<file path="config.mk">
export PLATFORM = sky130hd
export DESIGN_NAME = check_gen
export DESIGN_NICKNAME = d
export VERILOG_FILES = /design/src/rtl/check_gen.sv
export SDC_FILE = /design/constraint.sdc
export NUM_CORES = 1
export LEC_CHECK = 0
export ABC_AREA = 1
export BUFFER_PORTS_ARGS = -buffer_cell sky130_fd_sc_hd__buf_2
export CAP_MARGIN = 30
export CORE_ASPECT_RATIO = 0.9
export CORE_MARGIN = 5
export CORE_UTILIZATION = 35
export CTS_BUF_LIST = sky130_fd_sc_hd__clkbuf_4 sky130_fd_sc_hd__clkbuf_8
export DETAILED_ROUTE_END_ITERATION = 16
export GPL_ROUTABILITY_DRIVEN = 0
export MAX_ROUTING_LAYER = met4
export PLACE_DENSITY_LB_ADDON = 0.12
export SLEW_MARGIN = 15
export SYNTH_ARGS = -nofsm -noshare
export SYNTH_HDL_FRONTEND = slang
export SYNTH_SLANG_ARGS = --single-unit
</file>
<file path="constraint.sdc">
create_clock -name clk -period 5.31 [get_ports clk]
set_input_delay 0 -clock clk [delete_from_list [all_inputs] [get_ports clk]]
set_output_delay 0 -clock clk [all_outputs]
set_load 0.1 [all_outputs]
</file>
<file path="src/rtl/check_gen.sv">
// rtl/check_gen.sv - folds ITERATIONS samples into an expected value per start and checks DUT results from a FIFO
// Optional messages: define CHECK_GEN_MSG_EN to print passes and report errors at simulation time.
`ifndef MAGIC_NUMBER
`define MAGIC_NUMBER 4
`endif

module check_gen #(
  parameter int WIDTH      = 8,
  parameter int ITERATIONS = `MAGIC_NUMBER,
  parameter int DEPTH      = 4,
  parameter int MODE       = 0,
  parameter int TIMEOUT    = 64,
  parameter int CNT_W      = 16
) (
  input  logic                         clk,
  input  logic                         rst_n,
  input  logic                         clr,
  input  logic                         start,
  input  logic [WIDTH-1:0]             data_in,
  input  logic                         valid,
  input  logic [WIDTH-1:0]             data_out,
  output logic                         busy,
  output logic [$clog2(DEPTH+1)-1:0]   pending,
  output logic [CNT_W-1:0]             pass_count,
  output logic [CNT_W-1:0]             fail_count,
  output logic                         err,
  output logic                         overflow,
  output logic                         unexpected,
  output logic                         timeout
);

  localparam int PW = $clog2(DEPTH + 1);
  localparam int AW = $clog2(DEPTH);
  localparam int IW = $clog2(ITERATIONS + 1);
  localparam int TW = $clog2(TIMEOUT + 1);
  localparam logic [WIDTH-1:0] SEED = (MODE == 0) ? WIDTH'(1) : '0;

  typedef enum logic [1:0] {IDLE, ACCUM, PUSH} state_t;

  state_t            state;
  logic [WIDTH-1:0]  acc;
  logic [IW-1:0]     iter;
  logic [WIDTH-1:0]  mem [DEPTH];
  logic [AW-1:0]     wr_ptr;
  logic [AW-1:0]     rd_ptr;
  logic [TW-1:0]     tcnt;

  logic full, empty, do_push, do_pop, drop, mismatch, stray, tcnt_run, tcnt_hit;

  // Full is judged on the registered occupancy, so a same-cycle pop never frees room for the push.
  assign full     = (pending == PW'(DEPTH));
  assign empty    = (pending == '0);
  assign do_push  = (state == PUSH) && !full;
  assign drop     = (state == PUSH) && full;
  assign do_pop   = valid && !empty;
  assign mismatch = do_pop && (data_out != mem[rd_ptr]);
  assign stray    = valid && empty;
  assign tcnt_run = !empty && !valid && (tcnt != TW'(TIMEOUT));
  assign tcnt_hit = tcnt_run && (tcnt == TW'(TIMEOUT - 1));

  always_ff @(posedge clk or negedge rst_n) begin
    if (!rst_n) begin
      state <= IDLE;
      busy  <= 1'b0;
      acc   <= SEED;
      iter  <= '0;
    end else if (clr) begin
      state <= IDLE;
      busy  <= 1'b0;
      acc   <= SEED;
      iter  <= '0;
    end else begin
      case (state)
        IDLE: if (start) begin
          acc   <= SEED;
          iter  <= '0;
          state <= ACCUM;
          busy  <= 1'b1;
        end
        ACCUM: begin
          acc  <= (MODE == 0) ? acc * data_in : acc + data_in;
          iter <= iter + 1'b1;
          if (iter == IW'(ITERATIONS - 1)) state <= PUSH;
        end
        default: begin
          state <= IDLE;
          busy  <= 1'b0;
        end
      endcase
    end
  end

  always_ff @(posedge clk) begin
    if (do_push) mem[wr_ptr] <= acc;
  end

  always_ff @(posedge clk or negedge rst_n) begin
    if (!rst_n) begin
      wr_ptr     <= '0;
      rd_ptr     <= '0;
      pending    <= '0;
      tcnt       <= '0;
      pass_count <= '0;
      fail_count <= '0;
      err        <= 1'b0;
      overflow   <= 1'b0;
      unexpected <= 1'b0;
      timeout    <= 1'b0;
    end else if (clr) begin
      wr_ptr     <= '0;
      rd_ptr     <= '0;
      pending    <= '0;
      tcnt       <= '0;
      pass_count <= '0;
      fail_count <= '0;
      err        <= 1'b0;
      overflow   <= 1'b0;
      unexpected <= 1'b0;
      timeout    <= 1'b0;
    end else begin
      if (do_push) wr_ptr <= wr_ptr + 1'b1;
      if (do_pop)  rd_ptr <= rd_ptr + 1'b1;
      if (do_push && !do_pop)      pending <= pending + 1'b1;
      else if (!do_push && do_pop) pending <= pending - 1'b1;

      if (do_pop && !mismatch && pass_count != '1) pass_count <= pass_count + 1'b1;
      if ((mismatch || stray) && fail_count != '1) fail_count <= fail_count + 1'b1;
      if (mismatch) err        <= 1'b1;
      if (stray)    unexpected <= 1'b1;
      if (drop)     overflow   <= 1'b1;

      if (do_pop || empty) tcnt <= '0;
      else if (tcnt_run)   tcnt <= tcnt + 1'b1;
      if (tcnt_hit) timeout <= 1'b1;
    end
  end

`ifdef CHECK_GEN_MSG_EN
  always @(posedge clk) begin
    if (rst_n && !clr) begin
      if (do_pop && !mismatch) $write(".");
      if (mismatch)
        $error("check_gen: expected %0h data_out %0h pass %0d fail %0d",
               mem[rd_ptr], data_out, pass_count, fail_count);
      if (stray && !unexpected) $error("check_gen: valid with no expected value queued");
      if (drop && !overflow)    $error("check_gen: expected value dropped, FIFO full");
      if (tcnt_hit && !timeout) $error("check_gen: timeout waiting for valid");
    end
  end
`endif

endmodule

</file>
==> reports/results.txt, run 1 <==
run status: finished clean
cts bufs inserted: 9
number of distinct library cells after synthesis: 44
DRC: 0
routed via count: 4,729
Initial Util: 35.9%
CTS sink cnt: 96
largest net degree at the start of global routing: 65
die area: 20,200 um^2
synth warn: 0
Final Hold Fails: 0
critical path launch point: acc[1]$_DFFE_PN0P_
post-place setup slack: 1370 ps
Avg Vias per Cell: 4.62
Post-Syn Instances: 728
Fillers: 1,766
required time of the critical path: 5630 ps
WL final: 14,000 um
storage element area: 2560 um^2
Setup TNS: 0 ps
CTS clk-pin slew, worst paths: 100 ps
H-tree levels: 3
Die W: 149 um
CP endpoint kind: flop
synthesized flop and latch total: 96
Hold Crit Depth: 2
1st-iter DRT viols: 265
Min Hold Slack: 39.7 ps
Area Overhead vs Synth: 12.3%
Final Critical Period: 3900 ps
unrepaired setup endpoints after global routing: false
Max Cap Violations: 0
post-CTS sizing: 0
worst slew pin tran: 847 ps
core box area: 17,000 um^2
final setup violation count: 0
critical path arrival: 4220 ps
Tot GR Track Use: 14.8%
R2R depth: 15
Synth area leader: dfrtp_1
hold path start: clr
Post-synth EDFFs: 32
Ant. Diodes: 0
root buffer cell: clkbuf_8
TritonRoute pass-1 iters: 4
Pwr Density: 299 nW/um^2
fraction of registers with async set/reset: 66.7%
area fraction of the dominant cell type after synthesis: 25.8%
worst setup slack after layout: 1410 ps
VDD IR max: 196 uV
first-pass GRT wire length: 23,300 um
Routed Antenna Nets: 0
initial antenna violation count: 0
Main synth FF type: dfrtp_1
vias in the first global route: 4,615
Max-slew headroom: 43.3%
Crit Path Category: flop to flop
DR WL/cell: 13.6 um
Core Util, Final: 40.3%
IO Count: 61
Max Fclk: 256 MHz
global route overflow: 0
Multi-input gate area: 2960 um^2
Skew-Pair Late Insertion Delay: 370 ps
layout cells sized above 1: 15.1%
Worst Skew: 12.1 ps
Syn Std Cell Area: 6110 um^2
Die Y: 135 um
Syn Nets: 788
final slew viol count: 0
Seq/Total Area, Yosys: 42.0%
maximum fanout along the worst path: 12
synth top area cells: dfrtp_1 (26%), edfxtp_1 (16%), nand2_1 (12%), inv_1 (6.9%), ha_1 (5.3%)
final period utilization: 73.5%
number of port buffers: 60
HP Class: primary input to flop
R2R Path Start: acc[1]$_DFFE_PN0P_
Final HPWL DP: 10,000 um
# rows: 45
P_leak: 0.00345 uW
Mapped Avg Cell Area: 8.39 um^2
Final #Nets: 844
CTS tree: done
Critical Path Start Type: flop
Clock Path Buffers: 2
## worst paths after layout
kind,slack (ps),endpoint
min in group asynchronous,90,acc[2]$_DFFE_PN0P_
setup reg to reg,1410,acc[7]$_DFFE_PN0P_
hold / removal,40,rd_ptr[1]$_DFFE_PN0P_
hold reg to reg,490,busy$_DFFE_PN0P_
setup / recovery,1410,acc[7]$_DFFE_PN0P_
max in group asynchronous,4680,fail_count[15]$_DFFE_PN0P_
## kinds of logic after synthesis
| kind of cell | Yosys count | share of synthesized area (%) |
|---|---|---|
| xor gates and xnor gates | 42 | 6.02 |
| buffers and inverters | 138 | 9.49 |
| AOI/OAI and AO/OA | 35 | 3.38 |
| adders and majority gates | 39 | 9.59 |
| and+or+nand+nor | 378 | 29.5 |
| DFF | 96 | 42.0 |
## timing repair
| item | CTS | global route |
|---|---|---|
| setup buffers | 0 | 0 |
| endpoints found under the hold margin | 69 | 0 |
| hold buffers | 4 | 0 |
## synth_stat cells, types with 12 or more instances
cell type,instances
dfrtp_1,63
nand4_1,25
nand2_1,198
edfxtp_1,32
nand3_2,19
fa_1,13
inv_1,112
o21ai_0,13
ha_1,26
nand3_1,57
xnor2_1,16
xor2_1,26
nor2_1,44
nand2_2,12
## state kept, by name, summed over array words and instances, names as in the netlist
register and count:
mem 32, fail_count 16, pass_count 16, acc 8, tcnt 7, iter 3
pending 3, rd_ptr 2, state 2, wr_ptr 2, busy 1, err 1
overflow 1, timeout 1, unexpected 1
## through the flow
| stage | cells | instance area [um^2] | power [uW] |
|---|---|---|---|
| 6_report | 1024 | 6860 | 2050 |
| 5_1_grt | 1024 | 6860 | 2180 |
| 4_1_cts | 1023 | 6830 | 2080 |
| 3_5_place_dp | 1003 | 6580 | 1560 |
| 3_3_place_gp | 1003 | 6580 | 1550 |
| 2_1_floorplan | 728 | 6110 | 1430 |
## cells in the final DEF (no fill, tap or decap), types with 4 or more instances in the layout
master         count
o21ai_0           13
clkbuf_8          10
xor2_1            26
nor2_1            44
edfxtp_1          32
nand3_2           19
a21oi_1           10
nand2_1          198
dfrtp_1           63
nand2_2           12
buf_2             60
inv_1            112
fa_1              13
ha_1              26
nor3_1             4
xnor2_1           16
nor4_1             8
nand3_1           57
dlygate4sd3_1      4
nand4_1           25
## area by class of cell
class | instances | share of cell area, %
multi-input combinational | 494 | 43.2
clock inverter | 5 | 0.931
tap | 235 | 4.29
timing repair buffer | 67 | 5.58
clock buffer | 11 | 2.12
sequential | 96 | 37.4
inverter | 116 | 6.46
## worst max-delay path, cell delays in order, from the launching register on
cell     delay [ps]
dfrtp_1         550
nand2_1         130
fa_1            470
fa_1            550
inv_1            50
fa_1            470
inv_1            50
fa_1            530
inv_1            40
ha_1            320
a21o_1          180
a31oi_1         190
inv_1            60
nand3_1          80
nand3_1          80
nand2_1          90
## where the power goes
group / internal (uW) / switching [uW] / total (uW)
clock network: 239 / 269 / 508
registers: 807 / 70.4 / 877
logic: 170 / 494 / 664
## per-layer routing
layer  vias to the layer above  track usage (%)  wire (um)
met1                      2205             20.4       6860
met3                         8             4.08        723
met4                         0             3.10         89
met2                        79             21.8       6290
li1                       2437                -          -
met5                         -                -          0
Power figures use the tool's default switching activity.
==> run 2: changes to the inputs <==
==> constraint.sdc (replaced) <==
create_clock -name clk -period 3.87 [get_ports clk]
set_input_delay 0 -clock clk [delete_from_list [all_inputs] [get_ports clk]]
set_output_delay 0 -clock clk [all_outputs]
set_load 0.1 [all_outputs]
==> run 2 against run 1 <==
Net effect: combinational power is 39% higher; critical path depth did not move; flip-flop and latch count unchanged; die area unchanged; setup slack got worse by 1200 ps; worst hold slack improved by 0.95 ps; fmax rose by 7.5%; clock skew increased by 0.57 ps; count of clock-buffer cells in the layout down 2; wire length grew 2.8%; cell area shrank 0.16%; sequential share of layout area grew 0.062 points.
==> reports/results.txt, run 2 (synthesis gave the netlist of run 1 again) <==
worst slew pin tran: 820 ps (-27.6 ps)
H-tree levels: 3 (unchanged)
layout cells sized above 1: 15.8% (+0.70 points)
Largest Register: mem
core box area: 17,000 um^2 (unchanged)
Pwr Density: 404 nW/um^2 (+35%)
Ant. Diodes: 0 (unchanged)
final setup violation count: 0 (unchanged)
vias in the first global route: 4,657 (+0.91%)
Area Overhead vs Synth: 12.1%
switch share: 42.5% (+1.8 points)
# rows: 45 (unchanged)
Hold Crit Depth: 3 (+1)
Worst Skew: 12.6 ps (+0.567 ps)
Clock Path Buffers: 2 (unchanged)
required time of the critical path: 4190 ps (-1440 ps)
Critical Path Start Type: flop
CTS sink cnt: 96 (unchanged)
final std cells w/o fill: 1,027 (+0.29%)
P_sw: 1180 uW (+41%)
die area: 20,200 um^2 (unchanged)
DRC: 0 (unchanged)
root buffer cell: clkbuf_8
R2R Path Start: acc[2]$_DFFE_PN0P_
Crit Path Category: flop to flop
largest net degree at the start of global routing: 41 (-37%)
clock share of power: 23.3% (-1.5 points)
global route overflow: 0 (unchanged)
initial antenna violation count: 0 (unchanged)
commonest non-fill, non-tap cells in the layout: nand2_1 (198), inv_1 (112), dfrtp_1 (63)
Setup Buffers After CTS: 0 (unchanged)
Die Y: 135 um (unchanged)
Final Hold Fails: 0 (unchanged)
DP Area: 6620 um^2 (+0.57%)
Max Cap Violations: 0 (unchanged)
Sequential Power Share: 43.2% (+0.4 points)
met2 WL: 6650 um (+5.8%)
CTS tree: done
run status: finished clean
Routed Antenna Nets: 0 (unchanged)
Top Layer Used: met4
final period utilization: 93.8% (+20 points)
first-pass GRT wire length: 23,800 um (+2.3%)
commonest non-fill, non-tap cell in the layout: nand2_1
number of port buffers: 60 (unchanged)
IO Count: 61 (unchanged)
maximum fanout along the worst path: 4 (-8)
WL met3: 614 um (-15%)
cts bufs inserted: 9 (unchanged)
Core Util, Final: 40.3% (-0.066 points)
P_leak: 0.00345 uW (about the same)
HP Class: primary input to flop
internal power: 1590 uW (+31%)
critical path arrival: 3940 ps (-280 ps)
Die W: 149 um (unchanged)
Setup TNS: 0 ps (unchanged)
Skew-Pair Late Insertion Delay: 380 ps (about the same)
design area: 6840 um^2 (-0.16%)
Final HPWL DP: 10,300 um (+3.2%)
Comb pwr share: 33.5% (+1.1 points)
R2R depth: 15 (unchanged)
CTS clk-pin slew, worst paths: 100 ps (about the same)
CP endpoint kind: flop
hold path start: data_in[0]
1st-iter DRT viols: 240 (-9.4%)
M1 wire length: 7000 um (+2.0%)
Final Critical Period: 3630 ps (-272 ps)
max FFs per register: 32 (unchanged)
Min Hold Slack: 40.7 ps (+0.949 ps)
unrepaired setup endpoints after global routing: false
routed via count: 4,780 (+1.1%)
Initial Util: 35.9% (unchanged)
TritonRoute pass-1 iters: 4 (unchanged)
DR WL/cell: 14.0 um (+2.5%)
biggest regs: mem x32, fail_count x16, pass_count x16
placed cell count: 1,008 (+0.50%)
Tot GR Track Use: 15.1% (+0.34 points)
Max Fclk: 276 MHz (+7.5%)
VDD IR max: 221 uV (+12%)
WL final: 14,400 um (+2.8%)
critical path launch point: acc[2]$_DFFE_PN0P_
Final #Nets: 847 (+0.36%)
Avg Vias per Cell: 4.65 (+0.78%)
Max-slew headroom: 45.2% (+1.8 points)
final slew viol count: 0 (unchanged)
-- run 2: power by group through the flow --
stage	registers (uW)	logic [uW]	clock network [uW]
CTS	1200	941	683
finish	1200	926	645
global placement	1220	917	0
global route	1210	1040	713
detailed placement	1220	934	0
floorplan	1410	555	0
-- run 2: metrics by stage --
step	setup WS [ps]	total power, uW
6_report	242	2770
5_1_grt	46.9	2960
3_3_place_gp	242	2130
4_1_cts	142	2820
3_5_place_dp	174	2150
2_1_floorplan	98.2	1970
-- run 2: routing by layer --
metal  GRT usage, %  vias to the layer above
li1               -                     2444
met1           20.1                     2274
met2           23.5                       57
met3           3.51                        5
met4           3.46                        0
met5              -                        -
-- run 2: final timing paths --
path | endpoint | slack [ps]
hold / removal | acc[0]$_DFFE_PN1P_ | 40
min in group asynchronous | pass_count[11]$_DFFE_PN0P_ | 240
hold reg to reg | iter[0]$_DFFE_PN0P_ | 510
setup / recovery | acc[7]$_DFFE_PN0P_ | 240
setup reg to reg | acc[7]$_DFFE_PN0P_ | 240
max in group asynchronous | acc[0]$_DFFE_PN1P_ | 2620
-- run 2: area by class of cell --
type / instances / area, um^2
clock buffer: 9 / 124
clock inverter: 7 / 65.1
fill: 1795 / 10200
inverter: 116 / 443
multi-input combinational: 494 / 2970
sequential: 96 / 2560
tap: 235 / 294
timing repair buffer: 70 / 383
-- run 2: worst max-delay path, cell delays in order, from the launching register on --
cell and delay, ps:
dfrtp_1 400, nand2_1 90, fa_2 380, fa_1 540, inv_1 50, fa_1 490, inv_1 60, fa_1 540
inv_1 40, ha_1 330, a21o_1 200, a31oi_2 150, inv_1 50, nand3_1 70, nand3_1 70, nand2_1 90
-- run 2: repair_timing --
| action | in CTS | in global routing |
|---|---|---|
| gates resized for setup | 0 | 2 |
| setup endpoints to repair | 0 | 1 |
| hold buffers | 3 | 0 |
| endpoints found under the hold margin | 37 | 0 |
